**src/rtl/alu_seq.sv**
```systemverilog
// alu_seq: sequential ALU. Single-cycle ops (ADD, SUB, AND, OR, NOR, NOP,
// SRL, SLT, XOR, SLTi, reserved) complete one cycle after the start edge.
// MUL (shift-add) and DIV (restoring) iterate one bit per cycle for 32
// cycles and complete 33 cycles after the start edge.
//
// Ports:
//   clk          clock, rising edge
//   rst          synchronous active-high reset
//   start_in     request strobe, sampled only when idle
//   alu_ctrl_in  [3:0] operation code
//   a_in, b_in   [31:0] operands (b_in[4:0] = SRL shift amount)
//   result_out   [31:0] result of last completed op
//   zero_out     result_out == 0 (registered)
//   hi_out       [31:0] MUL upper word / DIV remainder
//   busy_out     iterative op in progress
//   done_out     one-cycle pulse when result_out updates
//   div0_out     last completed op was DIV by zero
//
// Build option: define ALU_SEQ_HI_LO_EN to enable the hi_out register.
// Without it hi_out is tied to 0.
module alu_seq (
  input  logic        clk,
  input  logic        rst,
  input  logic        start_in,
  input  logic [3:0]  alu_ctrl_in,
  input  logic [31:0] a_in,
  input  logic [31:0] b_in,
  output logic [31:0] result_out,
  output logic        zero_out,
  output logic [31:0] hi_out,
  output logic        busy_out,
  output logic        done_out,
  output logic        div0_out
);

  typedef enum logic [1:0] {IDLE, MUL_IT, DIV_IT} state_t;

  state_t      r_state, w_state_nxt;
  logic [4:0]  r_cnt;
  logic [31:0] r_a;      // multiplicand (MUL) or divisor (DIV)
  logic [31:0] r_hi;     // partial product upper word / partial remainder
  logic [31:0] r_lo;     // multiplier bits / dividend-quotient bits
  logic [31:0] r_result;
  logic        r_zero;
  logic        r_done;
  logic        r_div0;

  logic [31:0] w_alu;
  logic        w_last;
  logic [32:0] w_sum;
  logic [31:0] w_mhi, w_mlo;
  logic [32:0] w_rsh;
  logic        w_ge;
  logic [31:0] w_rsub, w_dhi, w_dlo;

  // Single-cycle operations
  always_comb begin
    w_alu = '0;
    case (alu_ctrl_in)
      4'b0000: w_alu = a_in + b_in;
      4'b0001: w_alu = a_in - b_in;
      4'b0100: w_alu = a_in & b_in;
      4'b0101: w_alu = a_in | b_in;
      4'b0110: w_alu = ~(a_in | b_in);
      4'b1000: w_alu = a_in >> b_in[4:0];
      4'b1001,
      4'b1011: w_alu = {31'd0, $signed(a_in) < $signed(b_in)};
      4'b1010: w_alu = a_in ^ b_in;
      default: w_alu = '0;
    endcase
  end

  // MUL step: conditionally add multiplicand to upper word, then shift the
  // {carry, hi, lo} chain right by one; the product ends up in {hi, lo}.
  assign w_sum = {1'b0, r_hi} + (r_lo[0] ? {1'b0, r_a} : 33'd0);
  assign w_mhi = w_sum[32:1];
  assign w_mlo = {w_sum[0], r_lo[31:1]};

  // DIV step: shift next dividend bit into the remainder, subtract when it
  // fits. A zero divisor always fits, which naturally yields an all-ones
  // quotient and remainder = a.
  assign w_rsh  = {r_hi, r_lo[31]};
  assign w_ge   = w_rsh >= {1'b0, r_a};
  assign w_rsub = w_rsh[31:0] - r_a;
  assign w_dhi  = w_ge ? w_rsub : w_rsh[31:0];
  assign w_dlo  = {r_lo[30:0], w_ge};

  assign w_last = (r_cnt == 5'd31);

  always_comb begin
    w_state_nxt = r_state;
    case (r_state)
      IDLE: begin
        if (start_in && alu_ctrl_in == 4'b0010) w_state_nxt = MUL_IT;
        else if (start_in && alu_ctrl_in == 4'b0011) w_state_nxt = DIV_IT;
      end
      MUL_IT, DIV_IT: if (w_last) w_state_nxt = IDLE;
      default: w_state_nxt = IDLE;
    endcase
  end

  always_ff @(posedge clk) begin
    if (rst) r_state <= IDLE;
    else     r_state <= w_state_nxt;
  end

  always_ff @(posedge clk) begin
    if (rst) begin
      r_cnt    <= '0;
      r_a      <= '0;
      r_hi     <= '0;
      r_lo     <= '0;
      r_result <= '0;
      r_zero   <= 1'b0;
      r_done   <= 1'b0;
      r_div0   <= 1'b0;
    end else begin
      r_done <= 1'b0;
      case (r_state)
        IDLE: begin
          if (start_in) begin
            r_cnt <= '0;
            r_hi  <= '0;
            if (alu_ctrl_in == 4'b0010) begin
              r_a  <= a_in;
              r_lo <= b_in;
            end else if (alu_ctrl_in == 4'b0011) begin
              r_a  <= b_in;
              r_lo <= a_in;
            end else begin
              r_result <= w_alu;
              r_zero   <= (w_alu == '0);
              r_div0   <= 1'b0;
              r_done   <= 1'b1;
            end
          end
        end
        MUL_IT: begin
          r_hi  <= w_mhi;
          r_lo  <= w_mlo;
          r_cnt <= r_cnt + 5'd1;
          if (w_last) begin
            r_result <= w_mlo;
            r_zero   <= (w_mlo == '0);
            r_div0   <= 1'b0;
            r_done   <= 1'b1;
          end
        end
        DIV_IT: begin
          r_hi  <= w_dhi;
          r_lo  <= w_dlo;
          r_cnt <= r_cnt + 5'd1;
          if (w_last) begin
            r_result <= w_dlo;
            r_zero   <= (w_dlo == '0);
            r_div0   <= (r_a == '0);
            r_done   <= 1'b1;
          end
        end
        default: ;
      endcase
    end
  end

`ifdef ALU_SEQ_HI_LO_EN
  logic [31:0] r_hi_out;

  always_ff @(posedge clk) begin
    if (rst) begin
      r_hi_out <= '0;
    end else begin
      case (r_state)
        IDLE:    if (start_in && alu_ctrl_in != 4'b0010 && alu_ctrl_in != 4'b0011)
                   r_hi_out <= '0;
        MUL_IT:  if (w_last) r_hi_out <= w_mhi;
        DIV_IT:  if (w_last) r_hi_out <= w_dhi;
        default: ;
      endcase
    end
  end

  assign hi_out = r_hi_out;
`else
  assign hi_out = '0;
`endif

  assign result_out = r_result;
  assign zero_out   = r_zero;
  assign busy_out   = (r_state != IDLE);
  assign done_out   = r_done;
  assign div0_out   = r_div0;

endmodule
```
**config.mk**
```make
export PLATFORM = sky130hd
export DESIGN_NAME = alu_seq
export DESIGN_NICKNAME = d
export VERILOG_FILES = /design/src/rtl/alu_seq.sv
export SDC_FILE = /design/constraint.sdc
export NUM_CORES = 1
export LEC_CHECK = 0
export CORE_MARGIN = 3
export CORE_UTILIZATION = 40
export CTS_CLUSTER_DIAMETER = 60
export DETAILED_ROUTE_END_ITERATION = 10
export SKIP_LAST_GASP = 1
export SLEW_MARGIN = 20
export SYNTH_ARGS = -nofsm -noshare
export SYNTH_HDL_FRONTEND = slang
export SYNTH_SLANG_ARGS = --single-unit
export TNS_END_PERCENT = 50
```
**constraint.sdc**
```tcl
create_clock -name clk -period 6.61 [get_ports clk]
set_input_delay 0.9915 -clock clk [delete_from_list [all_inputs] [get_ports clk]]
set_output_delay 0.9915 -clock clk [all_outputs]
set_load 0.02 [all_outputs]
```
==> results of run 1 <==
[critical path, cell delays in order]
cell	delay (ns)
clkdlybuf4s50_1	0.53
clkinv_1	0.21
ha_1	0.39
a21o_1	0.21
a211oi_1	0.23
o22ai_1	0.15
a221oi_1	0.50
nand3_2	0.14
or4b_1	0.54
or4_1	0.50
or4_1	0.50
or4_1	0.52
or4_1	0.58
nor4_1	0.36
a311o_1	0.16
[layer usage]
layer,up-vias,global-route usage [%]
li1,9281,-
met1,9760,42.81
met2,1185,51.50
met3,218,5.824
met4,2,15.94
met5,-,0
[cell families after synthesis]
kind of cell / Yosys count
XOR/XNOR: 59
AND/OR/NAND/NOR: 831
flip-flops: 138
other: 1
multiplexers: 99
buffers and inverters: 340
AO/OA/AOI/OAI: 844
adder cells (fa/ha/maj): 172
[cells in the final DEF, fill, tap and decap left out, types with 51 or more instances in the layout]
master             n
nand2_1          250
a21oi_1          241
nor2_1           216
ha_1             168
inv_1            143
dfxtp_1          138
clkdlybuf4s50_1  104
buf_4            103
o21ai_0          101
nand3_1           87
o211ai_1          75
nor3_1            59
a21o_1            52
mux2i_1           52
a211oi_1          51
[report_power, final]
group	leakage (nW)	switching [W]	internal [W]
clock	0.288	0.000420	0.000565
combinational	6.98	0.000901	0.000523
sequential	1.12	0.0000307	0.000865
total	8.39	0.00135	0.00195
[sequential cells by signal (all words and copies together) (netlist names)]
| name | cells |
|---|---|
| r_a | 32 |
| r_state | 2 |
| result_out | 32 |
| done_out | 1 |
| r_cnt | 5 |
| r_hi | 32 |
| zero_out | 1 |
| div0_out | 1 |
| r_lo | 32 |
[worst paths after layout]
check	startpoint	to	slack [ns]
setup reg to reg	r_state[0]	zero_out	1.66
setup / recovery	b_in[1]	zero_out	0.48
hold / removal	result_out[27]	result_out[27]	0.45
hold reg to reg	result_out[27]	result_out[27]	0.45
[stage by stage]
stage / hold WS, ns / total power (W)
after CTS: 0.4574 / 0.003276
after floorplan: 0.4362 / 0.001787
after detailed placement: 0.4434 / 0.002290
after global routing: 0.4775 / 0.003447
after global placement: 0.4437 / 0.002292
final: 0.4541 / 0.003304
[layout make-up]
| class | count | area [um2] |
|---|---|---|
| clock buffers | 18 | 429.2 |
| inverters | 146 | 548.0 |
| repair buffers | 209 | 1839 |
| flip-flops and latches | 138 | 2763 |
| fillers | 4467 | 23310 |
| well taps | 585 | 732.0 |
| multi-input cells | 2037 | 13860 |
| clock inverters | 14 | 158.9 |
==> results.sh, run 1 <==
export IMPL_route_antenna_remaining_nets=0
export IMPL_wl_met1_um=32450
export IMPL_start_util_pct=40.98
export IMPL_firstDrtPassIters=8
export IMPL_async_flop_share_pct=0
export IMPL_h_tree_depth=4
export IMPL_end_kind="register"
export IMPL_cts_setup_buffers=0
export IMPL_first_iter_violations=2689
export IMPL_synth_xor_area_share_pct=2.889
export IMPL_synth_cells=2484
export IMPL_period_needed_ns=6.134
export IMPL_cp_start_kind="primary input"
export IMPL_synthTopCellsByArea="dfxtp_1 15%, ha_1 12%, a21oi_1 6.8%"
export IMPL_setup_viol=0
export IMPL_synth_seq_cells=138
export IMPL_cts_resized=0
export IMPL_grt_pass1_wl_um=119200
export IMPL_vias=20450
export IMPL_final_cell_count_no_fill=3147
export IMPL_slew_viol_final=0
export IMPL_critPathRequiredTime_ns=6.99
export IMPL_drv_cap=0
export IMPL_synth_top_cell_by_area="dfxtp_1"
export IMPL_final_area_um2=20330
export IMPL_areaGrowthSynthToFinish_pct=13.68
export IMPL_dr_max_layer_used="met5"
export IMPL_r2r_cells=12
export IMPL_hold_viol=0
export IMPL_routedWlPerCell_um=25.33
export IMPL_finClkSkew_ns=0.01148
export IMPL_syn_area_um2=17890
export IMPL_dr_wl_met2_um=35050
export IMPL_finalNetCount=2792
export IMPL_rsz0062_at_grt="false"
export IMPL_io_pin_count=139
export IMPL_ys_warn_count=0
export IMPL_arrival_ns=6.52
export IMPL_port_buffers=106
export IMPL_dr_wl_met3_um=7529
export IMPL_grt_max_degree=66
export IMPL_setup_slack_ns=0.4762
export IMPL_synthMuxAreaShare_pct=7.268
export IMPL_hold_buffers=0
export IMPL_grt_pass1_vias=19240
export IMPL_hpwlAfterDp_um=62100
export IMPL_dominantRegCellSynth="dfxtp_1"
export IMPL_synth_top_area_share_pct=15.45
export IMPL_die_width_um=217.5
export IMPL_max_freq_mhz=163.0
export IMPL_p_per_area_nw_per_um2=162.5
export IMPL_clk_latency_ns=0.44
export IMPL_status="finished clean"
export IMPL_drc_errors=0
export IMPL_final_layout_size_suffix_gt1_share_pct=8.704
export IMPL_dieArea_um2=47290
export IMPL_synth_top_family_by_area="compound AO/OA/AOI/OAI gates"
export IMPL_max_vdd_ir_drop_v=0.0001987
export IMPL_die_h_um=217.5
export IMPL_cts_tree="built"
export IMPL_antenna_found_initial=1
export IMPL_cts_clk_slew_worst_paths_ns=0.06
export IMPL_diodes=0
export IMPL_wl_um=79710
export IMPL_post_place_ws_ns=0.2271
export IMPL_synth_edf_count=0
export IMPL_place_congestion=1.053
export IMPL_cts_made_buffers=17
export IMPL_yosysSeqAreaShare_pct=15.45
export IMPL_coreArea_um2=43650
export IMPL_grt_usage_pct=32.55
export IMPL_clk_root_buffer_cell="clkbuf_16"
export IMPL_hold_class="register to register"
export IMPL_clk_path_buf_depth=2
export IMPL_fin_crit_sh_pct=92.80
export IMPL_synthAdderAreaFrac_pct=12.20
export IMPL_synthSimpleGateAreaFrac_pct=21.96
export IMPL_yosysMostFrequentCell="nand2_1"
export IMPL_setup_tns_final_ns=0
export IMPL_detail_route_vias_per_cell=6.497
export IMPL_max_slew_worst_pin_slew_ns=1.109
export IMPL_synth_distinct_cells=88
export IMPL_crit_type="primary input to register"
export IMPL_whs_path_depth=2
export IMPL_grt_ovfl_total=0
export IMPL_path_max_fanout=4
export IMPL_dpl_instance_area_um2=19740
export IMPL_slew_headroom_pct=26.06
export IMPL_placed_cells=3115
export IMPL_fin_util_pct=46.59
export IMPL_synth_common_cells="252 x nand2_1, 242 x a21oi_1, 218 x nor2_1, 168 x ha_1, 144 x inv_1"
export IMPL_synth_compound_area_share_pct=32.20
export IMPL_rows=76
export IMPL_clock_sinks=138
export IMPL_avgSynthCellArea_um2=7.200
export IMPL_total_leakage_power_nw=8.385
Note: power is estimated with default switching activity, not from simulation.
==> run 2: changes to the inputs <==
- CORE_ASPECT_RATIO: unset -> 0.6
- CORE_MARGIN: 3 -> 1.5
- clock period: 6.61 -> 7.77 ns (I/O delays scaled with it)
==> results.sh, run 2 (same netlist as run 1, synthesis figures left out) <==
export IMPL_antenna_found_initial=2
export IMPL_cpMaxStageDelayCell="clkdlybuf4s50_1"
export IMPL_areaGrowthSynthToFinish_pct=12.12
export IMPL_rsz0062_at_grt="false"
export IMPL_first_iter_violations=2712
export IMPL_crit_type="primary input to register"
export IMPL_arrival_ns=7.29
export IMPL_slew_headroom_pct=6.804
export IMPL_p_per_area_nw_per_um2=141.2
export IMPL_worst_path_buf_inv=3
export IMPL_place_congestion=1.053
export IMPL_grt_busiest_layer="met1"
export IMPL_cts_tree="built"
export IMPL_max_slew_worst_pin_slew_ns=1.398
export IMPL_period_needed_ns=6.893
export IMPL_port_buffers=106
export IMPL_fin_crit_sh_pct=88.71
export IMPL_critPathRequiredTime_ns=8.17
export IMPL_clk_latency_ns=0.45
export IMPL_hold_buffers=0
export IMPL_grt_pass1_vias=18510
export IMPL_critPathMostFrequentCell="inv_1"
export IMPL_finalNetCount=2759
export IMPL_h_tree_depth=4
export IMPL_use_met3_pct=9.704
export IMPL_use_met2_pct=46.24
export IMPL_num_fill_cells=4509
export IMPL_drc_errors=0
export IMPL_wl_um=82150
export IMPL_finalPower_w=0.002832
export IMPL_total_leakage_power_nw=8.210
export IMPL_cts_clk_slew_worst_paths_ns=0.07
export IMPL_path_delay_family="compound AO/OA/AOI/OAI gates"
export IMPL_setup_viol=0
export IMPL_max_freq_mhz=145.1
export IMPL_clk_root_buffer_cell="clkbuf_16"
export IMPL_grt_max_degree=76
export IMPL_path_max_fanout=9
export IMPL_crit_chain="clkdlybuf4s50_1 > inv_1 > ha_1 > inv_1 > nor3_1 > nand3_1 > a21oi_1 > o32ai_1 > o21a_1 > mux2i_1 > or4bb_1 > a2111oi_0 > nand4b_1 > nor4_1 > a311o_1"
export IMPL_cp_start_kind="primary input"
export IMPL_firstDrtPassIters=6
export IMPL_end_kind="register"
export IMPL_hold_class="register to register"
export IMPL_die_width_um=276.0
export IMPL_setup_tns_final_ns=0
export IMPL_hold_viol=0
export IMPL_die_h_um=166.8
export IMPL_final_common_cell="nand2_1"
export IMPL_dieArea_um2=46030
export IMPL_rows=59
export IMPL_slew_viol_final=0
export IMPL_final_layout_size_suffix_gt1_share_pct=7.473
export IMPL_max_vdd_ir_drop_v=0.0001145
export IMPL_cts_made_buffers=17
export IMPL_hpwlAfterDp_um=64260
export IMPL_cts_resized=0
export IMPL_finClkSkew_ns=0.01208
export IMPL_route_antenna_remaining_nets=0
export IMPL_routedWlPerCell_um=26.42
export IMPL_grt_pass1_wl_um=121500
export IMPL_multi_input_area_um2=13850
export IMPL_layout_common_cells="250 x nand2_1, 241 x a21oi_1, 216 x nor2_1"
export IMPL_status="finished clean"
export IMPL_coreArea_um2=43700
export IMPL_clk_path_buf_depth=2
export IMPL_drv_cap=0
export IMPL_cts_setup_buffers=0
export IMPL_holdWs_ns=0.4505
export IMPL_detail_route_vias_per_cell=6.570
export IMPL_vias=20430
export IMPL_use_met1_pct=53.76
export IMPL_seqCellArea_um2=2763
export IMPL_grt_ovfl_total=0
export IMPL_clock_sinks=138
export IMPL_start_util_pct=40.93
export IMPL_io_pin_count=139
export IMPL_grt_usage_pct=34.95
export IMPL_cp_slowest_stage_delay_ns=0.77
run 2: worst paths after layout:
kind                                     start  depth (start not counted)  slack [ns]              to
worst max-delay path                  a_in[21]                         15        0.88        zero_out
worst min register to register  result_out[18]                          2        0.45  result_out[18]
worst max register to register      r_state[0]                         12        2.74        zero_out
worst min-delay path            result_out[18]                          2        0.45  result_out[18]
run 2: tightest hold or removal path, stage by stage (launching register included):
cell	delay (ns)
dfxtp_1	0.31
nand2_1	0.05
a21oi_1	0.05
run 2: through the flow:
step	instance area, um2	setup slack [ns]	util [%]	std cells
2_1_floorplan	18000	1.364	-	2515
3_3_place_gp	19460	0.8303	44.54	3076
3_5_place_dp	19460	0.9129	44.54	3076
4_1_cts	20050	1.377	45.87	3108
5_1_grt	20050	1.024	45.88	3108
6_report	20050	0.8771	45.89	3109
run 2: per-layer routing:
metal  up-vias  routed length [um]
li1       9229                   -
met3       159                9801
met2      1200               31260
met4         4                2521
met1      9833               38540
met5         -                  26
run 2: area by class of cell:
type	instances	share of cell area (%)
Antenna cell	1	0.01248
Clock buffer	19	2.209
Clock inverter	13	0.7051
Inverter	146	2.733
Multi-Input combinational cell	2037	69.08
Sequential cell	138	13.78
Tap cell	579	3.613
Timing Repair Buffer	176	7.874
run 2: power breakdown:
group / switching (W) / total, W / internal, W
sequential: 0.0000270 / 0.000763 / 0.000736
combinational: 0.000782 / 0.00121 / 0.000427
clock: 0.000376 / 0.000860 / 0.000484
